`src/rtl/spi_nbytes_tx.sv`:
```
// SPI mode-0 master that forwards one parity-checked N-byte frame per transaction
// and captures the MISO word shifted in alongside it.
module spi_nbytes_tx #(
  parameter int BYTE_NUM    = 4,
  parameter int SPI_CLK_DIV = 25
) (
  input  logic                    clk_i,
  input  logic                    rst_i,
  input  logic [8*BYTE_NUM-1:0]   data_i,
  input  logic                    data_valid_i,
  input  logic                    crc_valid_i,
  input  logic                    spi_miso_i,
  output logic                    spi_sclk_o,
  output logic                    spi_mosi_o,
  output logic                    spi_cs_n_o,
  output logic                    busy_o,
  output logic                    done_o,
  output logic                    drop_o,
  output logic [8*BYTE_NUM-1:0]   rx_data_o
);

  localparam int N     = 8 * BYTE_NUM;
  localparam int BIT_W = $clog2(N + 1);
  localparam logic [7:0]       DIV_LAST = 8'(SPI_CLK_DIV - 1);
  localparam logic [BIT_W-1:0] BIT_LAST = BIT_W'(N);
  localparam logic [BIT_W-1:0] BIT_ONE  = BIT_W'(1);
  localparam logic [BIT_W-1:0] BIT_ZERO = BIT_W'(0);

  typedef enum logic [2:0] {
    ST_IDLE  = 3'd0,
    ST_SETUP = 3'd1,
    ST_SHIFT = 3'd2,
    ST_HOLD  = 3'd3,
    ST_DONE  = 3'd4
  } state_t;

  state_t             r_state, w_state_nxt;
  logic [7:0]         r_div_cnt, w_div_nxt;
  logic [BIT_W-1:0]   r_bit_cnt, w_bit_nxt;
  logic [N-1:0]       r_tx_sr, w_tx_nxt;
  logic [N-1:0]       r_rx_sr, w_rx_nxt;
  logic [N-1:0]       r_rx_data, w_rx_data_nxt;
  logic               r_sclk, w_sclk_nxt;
  logic               r_mosi, w_mosi_nxt;
  logic               r_cs_n, w_cs_n_nxt;
  logic               r_busy, w_busy_nxt;
  logic               r_done, w_done_nxt;
  logic               r_drop, w_drop_nxt;
  logic               w_tick;
  logic               w_accept;

  assign w_tick   = (r_div_cnt == DIV_LAST);
  assign w_accept = (r_state == ST_IDLE) && data_valid_i && crc_valid_i;

  // State register
  always_ff @(posedge clk_i) begin
    if (rst_i) begin
      r_state <= ST_IDLE;
    end else begin
      r_state <= w_state_nxt;
    end
  end

  // Next-state decode
  always_comb begin
    w_state_nxt = r_state;
    case (r_state)
      ST_IDLE: begin
        if (w_accept) w_state_nxt = ST_SETUP;
        else          w_state_nxt = ST_IDLE;
      end
      ST_SETUP: begin
        if (w_tick) w_state_nxt = ST_SHIFT;
        else        w_state_nxt = ST_SETUP;
      end
      ST_SHIFT: begin
        if (w_tick && !r_sclk && (r_bit_cnt == BIT_LAST)) w_state_nxt = ST_HOLD;
        else                                              w_state_nxt = ST_SHIFT;
      end
      ST_HOLD: begin
        if (w_tick) w_state_nxt = ST_DONE;
        else        w_state_nxt = ST_HOLD;
      end
      ST_DONE: w_state_nxt = ST_IDLE;
      default: w_state_nxt = ST_IDLE;
    endcase
  end

  // Divider, bit counter and shift registers; bit counter counts SCLK rising edges
  always_comb begin
    w_div_nxt  = r_div_cnt;
    w_bit_nxt  = r_bit_cnt;
    w_tx_nxt   = r_tx_sr;
    w_rx_nxt   = r_rx_sr;
    w_sclk_nxt = r_sclk;
    case (r_state)
      ST_IDLE: begin
        w_div_nxt  = 8'd0;
        w_bit_nxt  = BIT_ZERO;
        w_sclk_nxt = 1'b0;
        if (w_accept) begin
          w_tx_nxt = data_i;
          w_rx_nxt = {N{1'b0}};
        end else begin
          w_tx_nxt = r_tx_sr;
          w_rx_nxt = r_rx_sr;
        end
      end
      ST_SETUP: begin
        if (w_tick) begin
          w_div_nxt  = 8'd0;
          w_sclk_nxt = 1'b1;
          w_rx_nxt   = {r_rx_sr[N-2:0], spi_miso_i};
          w_bit_nxt  = BIT_ONE;
        end else begin
          w_div_nxt  = r_div_cnt + 8'd1;
        end
      end
      ST_SHIFT: begin
        if (w_tick) begin
          w_div_nxt = 8'd0;
          if (r_sclk) begin
            // Falling edge: MOSI holds bit 0 after the final one
            w_sclk_nxt = 1'b0;
            if (r_bit_cnt != BIT_LAST) w_tx_nxt = {r_tx_sr[N-2:0], 1'b0};
            else                       w_tx_nxt = r_tx_sr;
          end else if (r_bit_cnt == BIT_LAST) begin
            w_sclk_nxt = 1'b0;
          end else begin
            w_sclk_nxt = 1'b1;
            w_rx_nxt   = {r_rx_sr[N-2:0], spi_miso_i};
            w_bit_nxt  = r_bit_cnt + BIT_ONE;
          end
        end else begin
          w_div_nxt = r_div_cnt + 8'd1;
        end
      end
      ST_HOLD: begin
        if (w_tick) w_div_nxt = 8'd0;
        else        w_div_nxt = r_div_cnt + 8'd1;
      end
      ST_DONE: begin
        w_div_nxt = 8'd0;
        w_bit_nxt = BIT_ZERO;
      end
      default: begin
        w_div_nxt  = 8'd0;
        w_bit_nxt  = BIT_ZERO;
        w_sclk_nxt = 1'b0;
      end
    endcase
  end

  // Output decode from the upcoming state so every output leaves a flop
  always_comb begin
    w_cs_n_nxt    = 1'b1;
    w_busy_nxt    = 1'b0;
    w_mosi_nxt    = 1'b0;
    w_done_nxt    = 1'b0;
    w_rx_data_nxt = r_rx_data;
    w_drop_nxt    = data_valid_i && !w_accept;
    case (w_state_nxt)
      ST_SETUP, ST_SHIFT, ST_HOLD: begin
        w_cs_n_nxt = 1'b0;
        w_busy_nxt = 1'b1;
        w_mosi_nxt = w_tx_nxt[N-1];
      end
      ST_DONE: begin
        w_busy_nxt    = 1'b1;
        w_done_nxt    = 1'b1;
        w_rx_data_nxt = r_rx_sr;
      end
      ST_IDLE: begin
        w_cs_n_nxt = 1'b1;
      end
      default: begin
        w_cs_n_nxt = 1'b1;
      end
    endcase
  end

  // Datapath and output registers
  always_ff @(posedge clk_i) begin
    if (rst_i) begin
      r_div_cnt <= 8'd0;
      r_bit_cnt <= BIT_ZERO;
      r_tx_sr   <= {N{1'b0}};
      r_rx_sr   <= {N{1'b0}};
      r_rx_data <= {N{1'b0}};
      r_sclk    <= 1'b0;
      r_mosi    <= 1'b0;
      r_cs_n    <= 1'b1;
      r_busy    <= 1'b0;
      r_done    <= 1'b0;
      r_drop    <= 1'b0;
    end else begin
      r_div_cnt <= w_div_nxt;
      r_bit_cnt <= w_bit_nxt;
      r_tx_sr   <= w_tx_nxt;
      r_rx_sr   <= w_rx_nxt;
      r_rx_data <= w_rx_data_nxt;
      r_sclk    <= w_sclk_nxt;
      r_mosi    <= w_mosi_nxt;
      r_cs_n    <= w_cs_n_nxt;
      r_busy    <= w_busy_nxt;
      r_done    <= w_done_nxt;
      r_drop    <= w_drop_nxt;
    end
  end

  assign spi_sclk_o = r_sclk;
  assign spi_mosi_o = r_mosi;
  assign spi_cs_n_o = r_cs_n;
  assign busy_o     = r_busy;
  assign done_o     = r_done;
  assign drop_o     = r_drop;
  assign rx_data_o  = r_rx_data;

endmodule

```
`config.mk`:
```
export PLATFORM = sky130hd
export DESIGN_NAME = spi_nbytes_tx
export DESIGN_NICKNAME = d
export VERILOG_FILES = /design/src/rtl/spi_nbytes_tx.sv
export SDC_FILE = /design/constraint.sdc
export NUM_CORES = 1
export LEC_CHECK = 0
export ABC_AREA = 1
export BUFFER_PORTS_ARGS = -buffer_cell sky130_fd_sc_hd__buf_2
export CAP_MARGIN = 15
export CORE_ASPECT_RATIO = 0.5
export CORE_MARGIN = 2
export CORE_UTILIZATION = 55
export DETAILED_ROUTE_END_ITERATION = 12
export GPL_TIMING_DRIVEN = 0
export PLACE_DENSITY = 0.77
export SETUP_SLACK_MARGIN = 0.1
export SLEW_MARGIN = 0
export SYNTH_ARGS = -nofsm -noshare
export SYNTH_HDL_FRONTEND = slang
export SYNTH_SLANG_ARGS = --single-unit
```
`constraint.sdc`:
```
create_clock -name clk_i -period 3 [get_ports clk_i]
set_clock_uncertainty 0.2 [all_clocks]
set_input_delay 0.15 -clock clk_i [delete_from_list [all_inputs] [get_ports clk_i]]
set_output_delay 0.15 -clock clk_i [all_outputs]
set_load 0.02 [all_outputs]
```
Yosys cells after proc, flatten, opt, wreduce, memory -nomap -nowiden
Index checks and enable logic that the tools add are counted.
W data, S select, Z words.
{ "op_classes": {"addsub": 2, "n_eq_ne": 18, "n_mux": 29, "bitwise_logic": 4, "n_reduce_logical": 20} }
{ "ops": {"columns": ["cell", "n"], "rows": [
  ["$mux W32", 9],
  ["$pmux W32 S3", 1],
  ["$pmux W32 S2", 1],
  ["$mux W6", 4],
  ["$pmux W6 S3", 1],
  ["$ne A2 B2 Y1 const B", 7],
  ["$eq A3 B2 Y1 const B", 4],
  ["$pmux W3 S4", 1],
  ["$reduce_and A5 Y1", 2],
  ["$mux W1", 9],
  ["$reduce_or A3 Y1", 3],
  ["$add A8 B1 Y8 const B", 1],
  ["$eq A8 B5 Y1 const B", 1],
  ["$add A6 B1 Y6 const B", 1],
  ["$eq A3 B1 Y1 const B", 2],
  ["$eq A3 B3 Y1 const B", 2],
  ["$eq A6 B6 Y1 const B", 1],
  ["$ne A6 B6 Y1 const B", 1],
  ["$reduce_and A6 Y1", 1],
  ["$logic_and A1 B1 Y1", 5],
  ["$not A1 Y1", 4],
  ["$reduce_or A2 Y1", 2],
  ["$reduce_or A4 Y1", 1],
  ["$logic_not A3 Y1", 1],
  ["7 further kinds", 8]
]} }
{ "totals": {"register_bits": 119, "input_bits": 37, "output_inout_bits": 38} }

Logic depth before layout (Yosys ltp)
{ "logic_depth": {"ltp_word": 9, "depth_mapped": 12} }

Worst setup path before layout
OpenSTA, ideal clock, no wires.
{ "synth_path": {"path_type": "flip-flop to flip-flop", "from": "register r_div_cnt[0]", "to": "register r_rx_sr[24]", "setup_ns": 0.113, "t_arrival_ns": 1.408, "required_ns": 2.687, "path_slack_ns": 1.279, "path_stages_with_launch": 13, "n_path_buf": 1, "path_cell_list": "dfxtp_1 inv_1 ha_1 nand2_1 nor2_1 nand2_2 nand2_1 nand2_2 nor2_8 buf_6 nand2_1 nand2_1 nor2_1"} }
{ "synth_between": {"elab_chain_cells": 3} }
{ "synth_lines": {"columns": ["item", "line_no", "source"], "rows": [
  ["start, declared", "38", "logic [7:0] r_div_cnt, w_div_nxt;"],
  ["start signal, assigned", "197", "r_div_cnt <= w_div_nxt;"],
  ["$eq A8 B5 Y1 *", "52", "assign w_tick = (r_div_cnt == DIV_LAST);"],
  ["$ne A2 B2 Y1 (no line)", null, null],
  ["$reduce_and A6 Y1 (no line) *", null, null],
  ["end signal, assigned", "188", "r_rx_sr <= {N{1'b0}};"],
  ["end signal, assigned", "200", "r_rx_sr <= w_rx_nxt;"],
  ["end, declared", "41", "logic [N-1:0] r_rx_sr, w_rx_nxt;"]
]} }
Mark *: on every way between the ends. The rest lies on a longest branch, timed or not.
A chain may end at the register's enable or synchronous reset.

Worst setup path after layout
{ "layout_path": {"from": "register r_bit_cnt[0]", "to": "register r_tx_sr[19]"} }
{ "layout_between": {"elab_chain_cells": 3} }
{ "layout_lines": {"columns": ["item", "line_no", "source"], "rows": [
  ["start, declared", "39", "logic [BIT_W-1:0] r_bit_cnt, w_bit_nxt;"],
  ["start signal, assigned", "198", "r_bit_cnt <= w_bit_nxt;"],
  ["$ne A6 B6 Y1", "125", "if (r_bit_cnt != BIT_LAST) w_tx_nxt = {r_tx_sr[N-2:0], 1'b0};"],
  ["$ne A2 B2 Y1 (no line)", null, null],
  ["$reduce_and A5 Y1 (no line)", null, null],
  ["end signal, assigned", "187", "r_tx_sr <= {N{1'b0}};"],
  ["end signal, assigned", "199", "r_tx_sr <= w_tx_nxt;"],
  ["end, declared", "40", "logic [N-1:0] r_tx_sr, w_tx_nxt;"]
]} }
No other way between the ends.

==> metrics.yaml <==
critical_path:
  worst-path-stages: 11
  criticalPathCategory: "reg -> reg"
  cp_max_fo: 10
  cp_data_arrival_time_ps: 2120
  crit_required_ps: 3110
  cp-start-kind: "flip-flop"
  crit_path_cell_trace: "inv_1 -> ha_1 -> nand2_1 -> nor2_1 -> nand2_1 -> nand2_4 -> nor2_2 -> buf_4 -> nand2_1 -> nor2_1 -> nor2_1"
  cp-end-kind: "flip-flop"
  worstRegToRegCells: 11
  cp_top_family: "simple AND/OR/NAND/NOR gates"
  slowest_delay_ps: 460
  critPathSlowestCell: "dfxtp_1"
  path_buf_inv: 2
sta:
  hold_viol: 0
  tns_ps: 0
  fin_crit_sh_pct: 67.21
  setup_viol: 0
  layout_min_cycle_time_ps: 2016
  worstMarginPinSlew_ps: 545.7
  relSlewSlack_pct: 63.62
  fmax_mhz: 496.0
  rsz0062_at_grt: "no"
  slew_violations: 0
clocking:
  numCtsBuffers: 17
  cts_htree_levels: 4
  root_buffer: "clkbuf_16"
  clkLatencyLatePin_ps: 420
  clock_sinks: 119
  cts_tree: "done"
  post_cts_buffers: 0
  clk_pin_slew_ps: 50
  clk_path_buf_depth: 2
power_and_ir_drop:
  pwr_density_cell_nw_per_um2: 591.7
  p_leak_nw: 3.408
  ir_worst_vdd_v: 0.0004575
logic_synthesis:
  synth_top_family_by_area: "simple AND/OR/NAND/NOR gates"
  synth-warning-count: 0
  syn_inst: 830
  synth-simple-area-share_pct: 40.18
  synth_compound_area_share_pct: 4.719
  ys_types: 26
  synthXorXnorAreaFrac_pct: 0.9811
  avgSynthCellArea_um2: 6.453
  synthMuxAreaShare_pct: 0
  synth_area_leaders: "dfxtp_1, nand2_1, nor2_1, inv_1, o21ai_0"
  synth_top_area_share_pct: 44.48
  seq_area_frac_synth_pct: 44.48
  yosysTopAreaCell: "dfxtp_1"
  synth_fa_ha_area_share_pct: 0.9344
  netlist_area_um2: 5356
  synth_nets: 871
  ys_ff_latch: 119
route:
  drt-initial-drc-count: 286
  drtPass1Iterations: 6
  num_vias: 5189
  drc: 0
  ant_nets: 0
  vias_per_cell: 4.696
  wl_per_cell_um: 11.49
  wirelength_um: 12690
finish:
  final_cells: 1105
  final_cell_mix: "nand2_1, nor2_1, dfxtp_1"
  num-fill-cells: 826
  syn_to_final_growth_pct: 26.96
  final_common_cell: "nand2_1"
  layout.nets: 998
  drive_above_1_share_pct: 14.85
  insertedDiodeCount: 0
global_routing:
  antenna_found_initial: 0
  grt_use_met2_pct: 44.23
  grt.total_usage_pct: 25.46
  grt.busiest_layer: "met2"
  grt_pass1_wl_um: 21000
  grt_overflow_total: 0
  gr-usage-met1_pct: 30.96
  grt_pass1_vias: 4799
  use_met3_pct: 6.063
  grt_max_degree: 17
floorplan:
  dieArea_um2: 10590
  start_util_pct: 56.70
  die_w_um: 143.6
  rows: 25
  die_height_um: 73.78
  core_um2: 9447
  ios: 75
place:
  dp_hpwl_um: 8320
  io_buffers: 74
  gp_congestion: 0.8589
  numPlacedInstances: 1039
min_path:
  min_path_cells: 4
  min_path_type: "in -> reg"
status:
  status: "complete, no violations"
job:
  cap_violations: 0
## worst reg2reg max path: cells and delay by family, from the launching register on
kind / cells / cell delay [ps]
adders and majority gates: 1 / 210
DFF: 1 / 460
buffers and inverters: 2 / 280
and+or+nand+nor: 8 / 770
## final timing paths
check,from,end,slack [ps]
worst min-delay path,crc_valid_i,drop_o,50
worst max register to register,r_bit_cnt[0],r_tx_sr[19],980
worst min register to register,r_tx_sr[0],r_tx_sr[0],270
worst max-delay path,r_bit_cnt[0],r_tx_sr[19],980
## report_power, final
part	internal, mW	total, mW	switching (mW)
clock network	1.22	1.93	0.710
logic	0.162	0.392	0.231
registers	1.66	1.70	0.0428
total	3.04	4.02	0.984
## layer usage
layer | up-vias | part of all wire, %
li1 | 2751 | -
met1 | 2315 | 46
met2 | 103 | 48
met3 | 20 | 4.3
met4 | 0 | 1.5
met5 | - | 0
## cell type report
cell class                 instances  area (um2)  area share, %
multi-input combinational        606        2507          36.87
sequential                       119        2382          35.03
timing repair buffer             108       710.7          10.45
clock buffer                      25       495.5          7.286
inverter                          66       247.7          3.643
buffer                            39       219.0          3.220
tap                              135       168.9          2.484
clock inverter                     7       68.82          1.012
## sequential cells by signal, indices dropped and copies added (netlist names)
register / cells
r_state: 3
r_rx_sr: 32
drop_o: 1
busy_o: 1
rx_data_o: 32
spi_cs_n_o: 1
done_o: 1
r_div_cnt: 8
r_bit_cnt: 6
spi_sclk_o: 1
spi_mosi_o: 1
r_tx_sr: 32
## Yosys cell counts
library cell / instances
nand4_1: 4
inv_1: 58
nand2_4: 2
xor2_1: 6
ha_1: 4
nor3_1: 2
o21ai_1: 9
nand2_1: 262
buf_2: 13
nor2_4: 1
buf_4: 3
nor2_2: 3
buf_6: 6
dfxtp_1: 119
inv_2: 8
or2_2: 1
nor2_8: 1
nand2_2: 4
o21ai_0: 27
buf_1: 2
nand3_1: 19
a21oi_1: 13
clkbuf_1: 15
o21a_1: 1
nor2_1: 245
nand3b_1: 2
## logic make-up after synthesis
logic type / after synthesis
flip-flops: 119
buffers and inverters: 105
XOR/XNOR: 6
AO/OA/AOI/OAI: 50
adder cells (fa/ha/maj): 4
AND/OR/NAND/NOR: 546
## through the flow
stage	cell area, um2	hold slack, ps	setup slack [ps]	utilization, %	total power, mW
global route	6800	61.29	833.3	71.99	4.183
global placement	5896	233.3	1055	62.41	2.072
CTS	6800	30.05	979.8	71.99	4.035
finish	6800	48.01	983.8	71.99	4.024
floorplan	5356	75.84	1279	-	1.987
detailed placement	5896	235.7	982.6	62.41	2.083
## what timing repair did
action | 4_1_cts | 5_1_grt
endpoints found under the hold margin | 35 | 0
gates resized for setup | 0 | 0
hold buffers | 34 | 0
Power figures use the tool's default switching activity.
